### config.mk
export PLATFORM = sky130hd
export DESIGN_NAME = stream_serializer_flat
export DESIGN_NICKNAME = d
export VERILOG_FILES = /design/src/rtl/stream_serializer_pkg.sv /design/src/rtl/stream_serializer_if.sv /design/src/rtl/stream_serializer.sv /design/src/flat_wrapper.sv
export SDC_FILE = /design/constraint.sdc
export NUM_CORES = 1
export LEC_CHECK = 0
export ABC_AREA = 1
export BUFFER_PORTS_ARGS = -buffer_cell sky130_fd_sc_hd__buf_2
export CAP_MARGIN = 40
export CORE_MARGIN = 4
export CORE_UTILIZATION = 52
export DETAILED_ROUTE_END_ITERATION = 7
export PLACE_DENSITY_LB_ADDON = 0.2
export SLEW_MARGIN = 10
export SYNTH_ARGS = -nofsm -noshare
export SYNTH_HDL_FRONTEND = slang
export SYNTH_SLANG_ARGS = --single-unit
### constraint.sdc
create_clock -name clk -period 1.8 [get_ports clk]
set_clock_uncertainty 0.1 [all_clocks]
set_input_delay 0.27 -clock clk [delete_from_list [all_inputs] [get_ports clk]]
set_output_delay 0.27 -clock clk [all_outputs]
set_load 0.005 [all_outputs]
### src/rtl/stream_serializer_pkg.sv
// -----------------------------------------------------------------------------
// stream_serializer_pkg
//   Shared link definitions for the inter-FPGA message path. The serializer,
//   the per-link FIFO instances and the future deserializer all take their beat
//   width and maximum beats per message from here, so they always agree.
//   Also holds the serializer FSM state type.
// -----------------------------------------------------------------------------
package stream_serializer_pkg;

    // Width of one link beat in bits.
    localparam int LINK_BEAT_WIDTH = 8;
    // Maximum beats per message. Must be >= 2; need not be a power of 2.
    localparam int LINK_NUM_BEATS  = 4;

    // IDLE: no message held.  SEND: a message is held and beats are pending.
    typedef enum logic {
        IDLE = 1'b0,
        SEND = 1'b1
    } state_t;

endpackage : stream_serializer_pkg

### src/rtl/stream_serializer_if.sv
// -----------------------------------------------------------------------------
// stream_serializer_if
//   Groups both valid/ready links of the serializer plus its busy status.
//   Handshake rule on both links: a transfer happens on a rising clk edge where
//   valid & ready are both high. A source that raises valid keeps valid and
//   its payload stable until that transfer. A source must not make valid
//   depend on ready.
//
//   Signals
//     in_valid  / in_ready  / in_data / in_len : wide message into the serializer
//     out_valid / out_ready / out_data / out_last : narrow beats out of it
//     busy                                      : a message is in flight
//
//   Modports
//     slave  : the serializer's view (consumes messages, produces beats)
//     master : the environment's view (produces messages, consumes beats)
// -----------------------------------------------------------------------------
interface stream_serializer_if
    import stream_serializer_pkg::*;
#(
    parameter int BEAT_WIDTH = LINK_BEAT_WIDTH,
    parameter int NUM_BEATS  = LINK_NUM_BEATS
);
    localparam int LEN_W = $clog2(NUM_BEATS + 1);

    logic                            in_valid;
    logic                            in_ready;
    logic [BEAT_WIDTH*NUM_BEATS-1:0] in_data;
    logic [LEN_W-1:0]                in_len;

    logic                            out_valid;
    logic                            out_ready;
    logic [BEAT_WIDTH-1:0]           out_data;
    logic                            out_last;

    logic                            busy;

    modport slave (
        input  in_valid, in_data, in_len, out_ready,
        output in_ready, out_valid, out_data, out_last, busy
    );

    modport master (
        output in_valid, in_data, in_len, out_ready,
        input  in_ready, out_valid, out_data, out_last, busy
    );

endinterface : stream_serializer_if

### src/rtl/stream_serializer.sv
// -----------------------------------------------------------------------------
// stream_serializer
//   Accepts one wide message (NUM_BEATS x BEAT_WIDTH) with a beat count and
//   emits it as 1..NUM_BEATS narrow beats, LSB beat first, with out_last on the
//   final beat. Sustains one beat per cycle with no bubble between messages.
//
//   Ports
//     clk   : single clock, rising edge
//     reset : asynchronous, active-high
//     bus   : stream_serializer_if.slave (message in, beats out, busy)
//
//   in_len of 0 or above NUM_BEATS is treated as NUM_BEATS.
//   in_ready has a combinational path from out_ready: the last beat's
//   handshake frees the hold register in the same cycle, which is what lets
//   the next message load without a bubble.
//   busy is the FSM state (1 = SEND).
// -----------------------------------------------------------------------------
module stream_serializer
    import stream_serializer_pkg::*;
#(
    parameter int BEAT_WIDTH = LINK_BEAT_WIDTH,
    parameter int NUM_BEATS  = LINK_NUM_BEATS
) (
    input  logic               clk,
    input  logic               reset,
    stream_serializer_if.slave bus
);

    localparam int LEN_W = $clog2(NUM_BEATS + 1);
    localparam int MSG_W = BEAT_WIDTH * NUM_BEATS;

    state_t             state, state_next;
    logic [MSG_W-1:0]   hold, hold_next;
    logic [LEN_W-1:0]   len_q, len_next;
    logic [LEN_W-1:0]   idx, idx_next;

    logic [LEN_W-1:0]   len_clamped;
    logic [LEN_W-1:0]   last_idx;
    logic               is_last;
    logic               out_fire;
    logic               in_ready_c;
    logic               in_fire;

    // Length clamp: 0 and out-of-range counts both mean "full message".
    always_comb begin
        len_clamped = bus.in_len;
        if (bus.in_len == '0 || bus.in_len > LEN_W'(NUM_BEATS)) begin
            len_clamped = LEN_W'(NUM_BEATS);
        end
    end

    // len_q is never 0 while in SEND, so last_idx never underflows there.
    assign last_idx   = len_q - LEN_W'(1);
    assign is_last    = (state == SEND) && (idx == last_idx);
    assign out_fire   = (state == SEND) && bus.out_ready;
    assign in_ready_c = (state == IDLE) || (is_last && bus.out_ready);
    assign in_fire    = bus.in_valid && in_ready_c;

    // State register and datapath registers.
    always_ff @(posedge clk or posedge reset) begin
        if (reset) begin
            state <= IDLE;
            hold  <= '0;
            len_q <= '0;
            idx   <= '0;
        end else begin
            state <= state_next;
            hold  <= hold_next;
            len_q <= len_next;
            idx   <= idx_next;
        end
    end

    // Next-state and datapath update.
    always_comb begin
        state_next = state;
        hold_next  = hold;
        len_next   = len_q;
        idx_next   = idx;

        if (state == IDLE) begin
            if (in_fire) begin
                state_next = SEND;
                hold_next  = bus.in_data;
                len_next   = len_clamped;
                idx_next   = '0;
            end
        end else begin
            if (out_fire) begin
                if (!is_last) begin
                    // Next beat moves into the low slice; idx stops at len-1.
                    hold_next = hold >> BEAT_WIDTH;
                    idx_next  = idx + LEN_W'(1);
                end else if (in_fire) begin
                    // Last beat leaves while the next message loads: no bubble.
                    hold_next = bus.in_data;
                    len_next  = len_clamped;
                    idx_next  = '0;
                end else begin
                    state_next = IDLE;
                end
            end
        end
    end

    // Outputs are gated by state so IDLE (including right after reset or a
    // completed message) always shows out_data=0 and out_last=0.
    assign bus.in_ready  = in_ready_c;
    assign bus.out_valid = (state == SEND);
    assign bus.out_data  = (state == SEND) ? hold[BEAT_WIDTH-1:0] : '0;
    assign bus.out_last  = is_last;
    assign bus.busy      = (state == SEND);

endmodule : stream_serializer

### src/flat_wrapper.sv
// flat-port wrapper written by rule: the top's interface ports become plain ports
module stream_serializer_flat import stream_serializer_pkg::*;
#(
    parameter int BEAT_WIDTH = LINK_BEAT_WIDTH,
    parameter int NUM_BEATS  = LINK_NUM_BEATS
)
  (clk, reset, bus_in_valid, bus_in_data, bus_in_len, bus_out_ready, bus_in_ready, bus_out_valid, bus_out_data, bus_out_last, bus_busy);
  stream_serializer_if #(.BEAT_WIDTH(BEAT_WIDTH), .NUM_BEATS(NUM_BEATS)) bus_i ();
  input  logic clk;
  input  logic reset;
  input wire logic [$bits(bus_i.in_valid)-1:0] bus_in_valid;
  input wire logic [$bits(bus_i.in_data)-1:0] bus_in_data;
  input wire logic [$bits(bus_i.in_len)-1:0] bus_in_len;
  input wire logic [$bits(bus_i.out_ready)-1:0] bus_out_ready;
  output wire logic [$bits(bus_i.in_ready)-1:0] bus_in_ready;
  output wire logic [$bits(bus_i.out_valid)-1:0] bus_out_valid;
  output wire logic [$bits(bus_i.out_data)-1:0] bus_out_data;
  output wire logic [$bits(bus_i.out_last)-1:0] bus_out_last;
  output wire logic [$bits(bus_i.busy)-1:0] bus_busy;
  assign bus_i.in_valid = bus_in_valid;
  assign bus_i.in_data = bus_in_data;
  assign bus_i.in_len = bus_in_len;
  assign bus_i.out_ready = bus_out_ready;
  assign bus_in_ready = bus_i.in_ready;
  assign bus_out_valid = bus_i.out_valid;
  assign bus_out_data = bus_i.out_data;
  assign bus_out_last = bus_i.out_last;
  assign bus_busy = bus_i.busy;
  stream_serializer #(.BEAT_WIDTH(BEAT_WIDTH), .NUM_BEATS(NUM_BEATS)) u_core (.clk(clk), .reset(reset), .bus(bus_i));
endmodule
# Word-level counts from Yosys, hierarchy flattened
# Index checks and enable logic that the tools add are counted.
# Widths: inputs -> output; s select.
[classes]
n_addsub = 2
order_cmp = 1
eq_ne = 3
n_mux = 18
bitwise = 1
reduce_logical = 8
[op_table]
columns = ["op", "count"]
rows = [
  ["$mux 32", 4],
  ["$mux 3", 9],
  ["$mux 8", 1],
  ["$logic_and 1x1->1", 4],
  ["$mux 1", 4],
  ["$ne 2x2->1 const B", 2],
  ["$add 3x1->3 const B", 1],
  ["$eq 3x3->1", 1],
  ["$gt 3x3->1 const B", 1],
  ["$logic_not 3->1", 1],
  ["$sub 3x1->3 const B", 1],
  ["$logic_or 1x1->1", 2],
  ["$reduce_and 2->1", 1],
  ["$not 1->1", 1],
]
[word_totals]
ff_bits = 39
in_bits = 39
output_inout_bits = 12
wordCells = 37

# Longest topological paths before layout
# Gate-level depths: netlist of the first run.
[logic_depth]
ltp_word = 10
depth_mapped = 14
ltp_nobuf = 13

# Least setup slack after synthesis of the first run
# OpenSTA, ideal clock, no wires.
[synth_path]
kind = "register to output"
startpoint = "register u_core.len_q[0]"
endpoint = "output port bus_in_ready"
t_arrival_ns = 1.294
t_required_ns = 1.430
setup_slack_ns = 0.136
stages_incl_launch_ff = 9
path_cell_list = "dfrtp_1 -> inv_2 -> ha_1 -> xnor2_1 -> nor2_2 -> nand2_2 -> nand2_4 -> nand2_1 -> inv_2"
[synth_between]
elab_chain_cells = 5
[synth_rtl]
columns = ["element", "line_no", "rtl"]
rows = [
  ["from (decl)", "stream_serializer.sv:34", "logic [LEN_W-1:0] len_q, len_next;"],
  ["from (signal assigned)", "stream_serializer.sv:69", "len_q <= len_next;"],
  ["$sub 3x1->3", "stream_serializer.sv:53", "assign last_idx = len_q - LEN_W'(1);"],
  ["$eq 3x3->1", "stream_serializer.sv:54", "assign is_last = (state == SEND) && (idx == last_idx);"],
  ["$logic_and 1x1->1", "stream_serializer.sv:54", ""],
  ["$logic_and 1x1->1", "stream_serializer.sv:56", "assign in_ready_c = (state == IDLE) || (is_last && bus.out_ready);"],
  ["$logic_or 1x1->1", "stream_serializer.sv:56", ""],
  ["to (decl)", "flat_wrapper.sv:15", "output wire logic [$bits(bus_i.in_ready)-1:0] bus_in_ready;"],
]
# Every way passes these cells.

# Final worst setup path of the first run
[layout_path]
startpoint = "register u_core.len_q[1]"
endpoint = "output port bus_in_ready"
# Same word-level chain as after synthesis.

==> results.toml, run 1 <==
[run_status]
status = "finished with violations"
violations = "negative hold slack, negative setup slack"

[detailed_routing]
drtIter0Drc = 136
wl_met3_um = 244
dr_wl_met2_mm = 2.18
routedWlPerCell_um = 12.8
antenna_left = 0
vias = 1855
dr.pass1.iters = 4
drc = 0
met1_length_mm = 2.12
top_layer_used = "met4"
drt_wl_total_mm = 4.60
detail_route.vias_per_cell = 5.17

[cts]
clockBufferDepth = 2
clk_pin_slew_ns = 0.07
clk_latency_ns = 0.28
cts_max_level = 2
cts_buffers = 5
hold_buffers = 0
cts_tree = "done"
clkSinkCount = 39
cts_root_buf = "clkbuf_8"

[sta]
fin_setup_tns_ns = -2.62
fin_ws_ns = -0.179
fmax_mhz = 505
whs_ns = -0.0146
grt_setup_unrepaired = "true"
slew_headroom = 0.665
hold_violations = 13
tightest_slew_ns = 0.502
min_period_ns = 1.98
setup_viol = 38
period_share = 1.10
slew_violations = 0

[floorplanning]
die_w_um = 70.1
die_height_um = 70.1
rows = 22
io_pins = 51
core-area_sq_mm = 0.00369
start_util = 0.543
die_area_sq_mm = 0.00491

[synth]
postSynthCellCount = 253
synth_common_cells = "nand2_1 (88), dfrtp_1 (39), nand3_1 (34)"
synth.avg_cell_area_sq_um = 7.92
synthDistinctLibCells = 20
yosysSeqAreaShare = 0.487
synth_top_area_frac = 0.487
ys.flop_type = "dfrtp_1"
synth_edf_count = 0
synth_seq_cells = 39
yosys.area.top_type = "dfrtp_1"
ys_warn_count = 0
netlist_area_sq_mm = 0.00200
yosysMostFrequentCell = "nand2_1"
syn-num-nets = 295
synthArstFlopShare = 1.00
synth_area_leaders = "dfrtp_1 (49%), nand2_1 (16%), nand3_1 (8.5%), nand4_1 (7.5%), inv_1 (4.5%)"

[worst_setup_path]
cp.arrival_ns = 1.61
required_ns = 1.43
critPathKind = "reg -> out"
max_stage_delay_ns = 0.40
r2r-end = "u_core.len_q[2]"
path_cells = "inv_2, ha_4, xnor2_2, nor2_2, nand2_2, nand2_4, nand2_4, inv_2, buf_6"
end_kind = "output pin"
cpMaxStageDelayCell = "dfrtp_1"
startpoint_type = "flop"
crit_fanout = 2
regToRegSetupSlack_ns = -0.09
reg2regPathDepth = 10
r2r_start = "u_core.len_q[1]"

[worst_hold_path]
hp-class = "in -> async"

[finish]
antenna_cells = 0
areaGrowthSynthToFinish_pct = 25.0
num-fill-cells = 322
layout-drive-gt1-share = 0.286
nets = 354

[global_routing]
grt_pass1_wl_mm = 7.48
grt_max_degree = 40
antenna_found_initial = 0
grt_pass1_vias = 1755
grt-ovfl-total = 0
grt_usage = 0.188

[placed_design]
dp_slack_ns = -0.0327
dpl.hpwl_mm = 3.04
place_congestion = 0.808
port_buffers = 50

[pwr]
power.density_mw_per_mm2 = 1530
max-vdd-ir-drop_mv = 0.898
p_leak_nw = 1.42

[flow_run]
cap_violations = 0
==> kinds of logic (layout without fill, tap and decap cells) <==
kind of cell | after synthesis | count (layout) | synth area share
adders and majority gates | 3 | 3 | 0.0187
xor gates and xnor gates | 1 | 1 | 0.00437
buffers and inverters | 43 | 101 | 0.105
AOI/OAI and AO/OA | 11 | 11 | 0.0287
DFF | 39 | 39 | 0.487
and+or+nand+nor | 156 | 156 | 0.356
==> registers in the layout, summed over array words and instances, names as in the netlist <==
name and count:
u_core.bus.busy 1, u_core.hold 32, u_core.idx 3, u_core.len_q 3
==> worst max-delay path by stage <==
stage	startpoint	endpoint	slack, ns	cells past startpoint
2_1_floorplan	u_core.len_q[0]	bus_in_ready	0.14	8
3_3_place_gp	u_core.len_q[0]	bus_in_ready	-0.008	9
3_5_place_dp	u_core.len_q[0]	u_core.hold[2]	-0.03	9
4_1_cts	u_core.len_q[0]	bus_in_ready	-0.19	9
5_1_grt	u_core.len_q[0]	bus_in_ready	-0.26	9
6_report	u_core.len_q[1]	bus_in_ready	-0.18	9
==> timing repair <==
action,4_1_cts,5_1_grt
endpoints found under the hold margin,0,0
endpoints found under the setup margin,38,41
resized for setup,7,7
setup buffers,6,1
cloned,0,2
pin swaps,3,4
==> worst max-delay path: cells and delay by family, from the launching register on <==
| family | cells | cell delay [ns] |
|---|---|---|
| buffers and inverters | 3 | 0.25 |
| DFF | 1 | 0.40 |
| adders and majority gates | 1 | 0.20 |
| and+or+nand+nor | 4 | 0.36 |
| xor gates and xnor gates | 1 | 0.13 |
==> routing by layer <==
metal	track usage	vias to the layer above
li1	-	943
met1	0.234	853
met2	0.328	53
met3	0.0388	6
met4	0.0511	0
met5	0	-
==> report_power, final <==
group          total, mW  switching, mW  internal (mW)
sequential          1.40          0.199           1.20
combinational       1.91           1.07          0.837
clock              0.527          0.269          0.258
==> cell usage in the layout (no fill, tap or decap) <==
| cell type | n |
|---|---|
| buf_12 | 1 |
| inv_1 | 23 |
| nand4_1 | 24 |
| buf_6 | 5 |
| clkbuf_8 | 5 |
| inv_2 | 3 |
| nand3_1 | 33 |
| o22ai_1 | 2 |
| nand2_1 | 85 |
| nand2_4 | 3 |
| o21ai_0 | 7 |
| nor2_1 | 4 |
| clkbuf_16 | 1 |
| a21oi_1 | 2 |
| ha_1 | 2 |
| nand3_2 | 1 |
| buf_2 | 49 |
| xnor2_2 | 1 |
| clkbuf_1 | 1 |
| nand2_2 | 4 |
| buf_4 | 12 |
| inv_4 | 1 |
| or2_2 | 1 |
| dfrtp_1 | 39 |
| nor2_2 | 1 |
| ha_4 | 1 |
==> per-stage QoR <==
| stage | utilization | instances | cell area, sq um | power [mW] |
|---|---|---|---|---|
| CTS | 0.663 | 357 | 2450 | 3.69 |
| floorplan | - | 253 | 2000 | 2.55 |
| global placement | 0.621 | 345 | 2290 | 2.91 |
| finish | 0.679 | 359 | 2500 | 3.84 |
| detailed placement | 0.621 | 345 | 2290 | 2.95 |
| global route | 0.679 | 359 | 2500 | 4.14 |
==> final cells by class <==
class | instances | area [sq um] | area share
clock buffer | 6 | 72.6 | 0.0290
inverter | 27 | 104 | 0.0415
multi-input combinational | 171 | 855 | 0.341
sequential | 39 | 976 | 0.390
tap | 48 | 60.1 | 0.0240
timing repair buffer | 68 | 437 | 0.174
Power figures use the tool's default switching activity.
==> inputs of run 2 (changes only) <==
--- a/config.mk
+++ b/config.mk
@@ -8,7 +8,6 @@
 export ABC_AREA = 1
 export BUFFER_PORTS_ARGS = -buffer_cell sky130_fd_sc_hd__buf_2
 export CAP_MARGIN = 40
-export CORE_MARGIN = 4
 export CORE_UTILIZATION = 52
 export DETAILED_ROUTE_END_ITERATION = 7
 export PLACE_DENSITY_LB_ADDON = 0.2
==> run 2 against run 1 <==
The run ends with negative setup slack left. Sequential power about the same. Count of clock-buffer cells in the layout unchanged. Combinational power increased by 23%. Cell area increased by 8.7%. Largest cell class is now multi-input gates.
==> results.toml, run 2 (same netlist as run 1, synthesis figures left out) <==
[sta]
grt_setup_unrepaired = "true"
min_period_ns = 2.03
tightest_slew_ns = 0.495
hold_violations = 0
setup_viol = 38
slew_headroom = 0.670
fin_setup_tns_ns = -5.61
period_share = 1.13
whs_ns = 0.0985
slew_violations = 0
fmax_mhz = 492
fin_ws_ns = -0.231

[worst_hold_path]
holdCritStartpoint = "bus_in_data[29]"
hp-class = "in -> reg"
hold-path-endpoint = "u_core.hold[29]"
hold_depth = 3

[floorplanning]
die_area_sq_mm = 0.00410
io_pins = 51
core-area_sq_mm = 0.00369
rows = 22
start_util = 0.543
die_height_um = 64.1
die_w_um = 64.1

[detailed_routing]
drtIter0Drc = 232
dr.pass1.iters = 4
vias = 1954
drt_wl_total_mm = 5.15
antenna_left = 0
detail_route.vias_per_cell = 5.28
routedWlPerCell_um = 13.9
drc = 0

[finish]
areaGrowthSynthToFinish_pct = 35.9
final_cell_mix = "nand2_1 (75), buf_2 (50), dfrtp_1 (39)"
antenna_cells = 0
largest_reg_flops = 32
layout-drive-gt1-share = 0.360
top_regs = "u_core.hold x32, u_core.idx x3, u_core.len_q x3"
regMostFlops = "u_core.hold"
final_common_cell = "nand2_1"
nets = 363

[global_routing]
grt_pass1_wl_mm = 7.82
grt_max_degree = 40
grt_pass1_vias = 1734
antenna_found_initial = 0
grt_usage = 0.251
grt-ovfl-total = 0

[cts]
clockBufferDepth = 2
clk_latency_ns = 0.29
cts_tree = "done"
clkSinkCount = 39
clk_pin_slew_ns = 0.08
cts_buffers = 5
cts_root_buf = "clkbuf_8"
cts_max_level = 2

[worst_setup_path]
end_kind = "output pin"
crit_fanout = 2
r2r-end = "u_core.hold[11]"
regToRegSetupSlack_ns = -0.22
cp.arrival_ns = 1.66
reg2regPathDepth = 11
startpoint_type = "flop"
required_ns = 1.43
critPathKind = "reg -> out"
r2r_start = "u_core.len_q[0]"

[pwr]
p_leak_nw = 1.49
max-vdd-ir-drop_mv = 1.10
power.density_mw_per_mm2 = 1660

[placed_design]
port_buffers = 50
place_congestion = 0.760
dpl.hpwl_mm = 2.83

[flow_run]
cap_violations = 0

[run_status]
status = "finished with violations"
violations = "negative setup slack"
==> run 2: cell count changes in the layout (fill, tap and decap cells not counted), sizes merged <==
cell / change
nand2: +3
bufinv: +1
clkbuf: -1
buf: +4
dlygate4sd3: +1
inv: +1
clkinv: +1
clkinvlp: +1
==> run 2: routing by layer <==
layer / track usage / wire length (um) / part of all wire / up-vias
met5: 0 / 0 / 0 / -
met4: 0.108 / 117 / 0.023 / 0
met3: 0.0464 / 358 / 0.070 / 13
met2: 0.386 / 2510 / 0.49 / 82
met1: 0.345 / 2160 / 0.42 / 895
li1: - / - / - / 964
==> run 2: layout make-up <==
type                            count  area, sq um
Fill cell                         291          967
Clock inverter                      2         35.0
Timing Repair Buffer               72          438
Multi-Input combinational cell    174         1000
Tap cell                           48         60.1
Timing Repair inverter              2         17.5
Inverter                           27          113
Clock buffer                        6         82.6
Sequential cell                    39          976
==> run 2: power breakdown <==
part           total [mW]  switching [mW]  internal [mW]
sequential           1.42           0.215           1.20
combinational        2.34            1.35          0.990
clock               0.763           0.315          0.449
total                4.52            1.88           2.64
==> run 2: worst max path at each step <==
stage | start | to | slack (ns) | cells past startpoint
floorplan | u_core.len_q[0] | bus_in_ready | 0.14 | 8
global placement | u_core.len_q[0] | u_core.hold[5] | 0.02 | 9
detailed placement | u_core.len_q[0] | u_core.hold[12] | -0.06 | 9
CTS | u_core.len_q[0] | bus_in_ready | -0.23 | 9
global route | u_core.len_q[0] | bus_in_ready | -0.30 | 9
finish | u_core.len_q[0] | bus_in_ready | -0.23 | 9
==> run 2: per-stage QoR <==
step / power [mW] / util / worst slack (ns) / instance area (sq um) / cells
after CTS: 3.86 / 0.667 / -0.234 / 2460 / 357
after global routing: 4.82 / 0.738 / -0.298 / 2720 / 370
final: 4.52 / 0.738 / -0.231 / 2720 / 370
after global placement: 2.86 / 0.616 / 0.0226 / 2270 / 344
after detailed placement: 2.92 / 0.616 / -0.0567 / 2270 / 344
after floorplan: 2.55 / - / 0.136 / 2000 / 253
==> run 2: what timing repair did <==
| action | 4_1_cts | 5_1_grt |
|---|---|---|
| hold buffers | 1 | 0 |
| cloned | 0 | 5 |
| setup endpoints to repair | 38 | 39 |
| gates resized for setup | 7 | 43 |
| endpoints found under the hold margin | 18 | 0 |
| setup buffers | 4 | 8 |
| pin swaps | 4 | 9 |
==> run 2: worst max-delay path, stage by stage, from the launching register on <==
cell and delay [ns]:
dfrtp_1 0.42, inv_2 0.10, ha_4 0.20, xnor2_2 0.13, nor2_2 0.16, nand2_4 0.08, nand2_4 0.08, nand2_4 0.05
inv_2 0.06, buf_2 0.10
==> inputs of run 3 (changes only) <==
--- a/config.mk
+++ b/config.mk
@@ -8,7 +8,8 @@
 export ABC_AREA = 1
 export BUFFER_PORTS_ARGS = -buffer_cell sky130_fd_sc_hd__buf_2
 export CAP_MARGIN = 40
-export CORE_UTILIZATION = 52
+export CORE_UTILIZATION = 55
+export CTS_BUF_LIST = sky130_fd_sc_hd__clkbuf_4
 export DETAILED_ROUTE_END_ITERATION = 7
 export PLACE_DENSITY_LB_ADDON = 0.2
 export SLEW_MARGIN = 10
==> constraint.sdc (replaced) <==
create_clock -name clk -period 2.1 [get_ports clk]
set_clock_uncertainty 0.1 [all_clocks]
set_input_delay 0.315 -clock clk [delete_from_list [all_inputs] [get_ports clk]]
set_output_delay 0.315 -clock clk [all_outputs]
set_load 0.005 [all_outputs]
==> run 3 against run 2 <==
Sequential power decreased by 16%. The run still ends with negative setup slack left. Register-to-register slack improved by 0.32 ns. Worst hold slack got worse by 0.013 ns. Cell area decreased by 12%. Global-route usage decreased by 0.38 points. Combinational power decreased by 39%. Sequential share of layout area increased by 5.0 points. Die area decreased by 5.3%. Utilization decreased by 3.8 points. Non-clock buffer count decreased by 9. Highest routed layer unchanged. Final cell count decreased by 4.3%. Worst setup slack improved by 0.22 ns.
==> results.toml, run 3 (same netlist as run 1, synthesis figures left out) <==
[floorplanning]
die_w_um = 62.4
rows = 21
die_area_sq_mm = 0.00389
io_pins = 51
core-area_sq_mm = 0.00342
die_height_um = 62.4
start_util = 0.586

[detailed_routing]
antenna_left = 0
drtIter0Drc = 110
routedWlPerCell_um = 12.0
drc = 0
drt_wl_total_mm = 4.23
vias = 1817
detail_route.vias_per_cell = 5.13
dr.pass1.iters = 4

[finish]
final_cell_mix = "nand2_1 (87), buf_2 (50), dfrtp_1 (39)"
layout-drive-gt1-share = 0.269
largest_reg_flops = 32
antenna_cells = 0
top_regs = "u_core.hold x32, u_core.idx x3, u_core.len_q x3"
final_area_sq_mm = 0.00239
regMostFlops = "u_core.hold"
final_common_cell = "nand2_1"
nets = 349
areaGrowthSynthToFinish_pct = 19.3
fin_util = 0.700

[sta]
setup_viol = 1
slew_headroom = 0.676
grt_setup_unrepaired = "true"
hold_violations = 0
period_share = 1.01
fin_ws_ns = -0.0148
min_period_ns = 2.11
tightest_slew_ns = 0.486
fmax_mhz = 473
fin_setup_tns_ns = -0.0148
slew_violations = 0

[worst_setup_path]
startpoint_type = "flop"
end_kind = "output pin"
crit_fanout = 2
required_ns = 1.68
critPathKind = "reg -> out"
cp.arrival_ns = 1.70

[cts]
cts_tree = "done"
clkSinkCount = 39
clk_latency_ns = 0.35
cts_root_buf = "clkbuf_4"
clockBufferDepth = 2
cts_max_level = 2
cts_buffers = 5
clk_pin_slew_ns = 0.11

[placed_design]
port_buffers = 50
place_area_sq_mm = 0.00225
dpl.hpwl_mm = 2.74
place_congestion = 0.784

[pwr]
p_int_mw = 1.74
power.density_mw_per_mm2 = 1260
seqPwrFrac = 0.394
clkPwrFrac = 0.129
sw_frac_of_total = 0.421
p_leak_nw = 1.37
p_comb_frac = 0.476
max-vdd-ir-drop_mv = 0.747
p_switching_mw = 1.27

[run_status]
violations = "negative setup slack"
status = "finished with violations"

[worst_hold_path]
hp-class = "in -> reg"

[flow_run]
cap_violations = 0

[global_routing]
grt_max_degree = 40
grt_pass1_vias = 1628
antenna_found_initial = 0
grt-ovfl-total = 0
grt_pass1_wl_mm = 7.49
grt_usage = 0.247
-- run 3: changes by cell type in the layout (fill, tap and decap cells not counted), moves of 3 or more --
cell,delta
nand2_1,+12
nand2_2,-10
buf_4,-7
clkbuf_4,+6
clkbuf_8,-6
nand2_8,-5
nand3_1,+3
o21ai_0,+3
-- run 3: layout make-up --
| type | instances | area, sq um |
|---|---|---|
| Clock buffer | 6 | 45.0 |
| Fill cell | 300 | 1030 |
| Clock inverter | 2 | 12.5 |
| Tap cell | 46 | 57.6 |
| Inverter | 27 | 104 |
| Sequential cell | 39 | 976 |
| Multi-Input combinational cell | 171 | 845 |
| Timing Repair Buffer | 63 | 350 |
-- run 3: critical path, stage by stage (launching register included) --
cell and delay, ns:
dfrtp_1 0.41, inv_2 0.08, ha_4 0.21, xnor2_2 0.13
nor2_2 0.13, nand2_2 0.10, nand2_4 0.08, nand2_4 0.05
inv_2 0.06, buf_2 0.10
-- run 3: final timing paths --
check	startpoint	endpoint	slack, ns	depth (start not counted)
worst min-delay path	bus_in_data[28]	u_core.hold[28]	0.09	3
max in group asynchronous	reset	u_core.hold[24]	1.06	4
worst min register to register	u_core.hold[29]	u_core.hold[29]	0.39	2
min in group asynchronous	reset	u_core.hold[27]	0.50	4
worst max-delay path	u_core.len_q[1]	bus_in_ready	-0.01	9
worst max register to register	u_core.len_q[1]	u_core.hold[25]	0.10	11
-- run 3: power by group through the flow --
stage / Combinational (mW) / Clock (mW) / Sequential (mW)
3_3_place_gp: 1.22 / 0 / 1.19
5_1_grt: 1.63 / 0.430 / 1.22
4_1_cts: 1.39 / 0.397 / 1.18
2_1_floorplan: 1.02 / 0 / 1.17
6_report: 1.43 / 0.389 / 1.19
3_5_place_dp: 1.25 / 0 / 1.20
-- run 3: per-layer routing --
metal,part of all wire,GRT usage
met1,0.46,0.336
met2,0.47,0.391
met3,0.057,0.0570
met4,0.013,0.0785
met5,0,0
-- run 3: per-stage QoR --
| step | setup WS (ns) | total power [mW] | hold slack [ns] | std cells |
|---|---|---|---|---|
| final | -0.0148 | 3.01 | 0.0855 | 354 |
| after global routing | -0.116 | 3.28 | 0.0941 | 354 |
| after CTS | -0.0181 | 2.97 | 0.0703 | 352 |
| after detailed placement | 0.189 | 2.45 | 0.355 | 339 |
| after global placement | 0.227 | 2.41 | 0.358 | 339 |
| after floorplan | 0.391 | 2.18 | 0.349 | 253 |
-- run 3: what timing repair did --
action,in CTS,in global routing
setup endpoints to repair,1,35
setup buffers,4,2
gates resized for setup,5,3
pin swaps,4,2
endpoints found under the hold margin,39,0
hold buffers,1,0
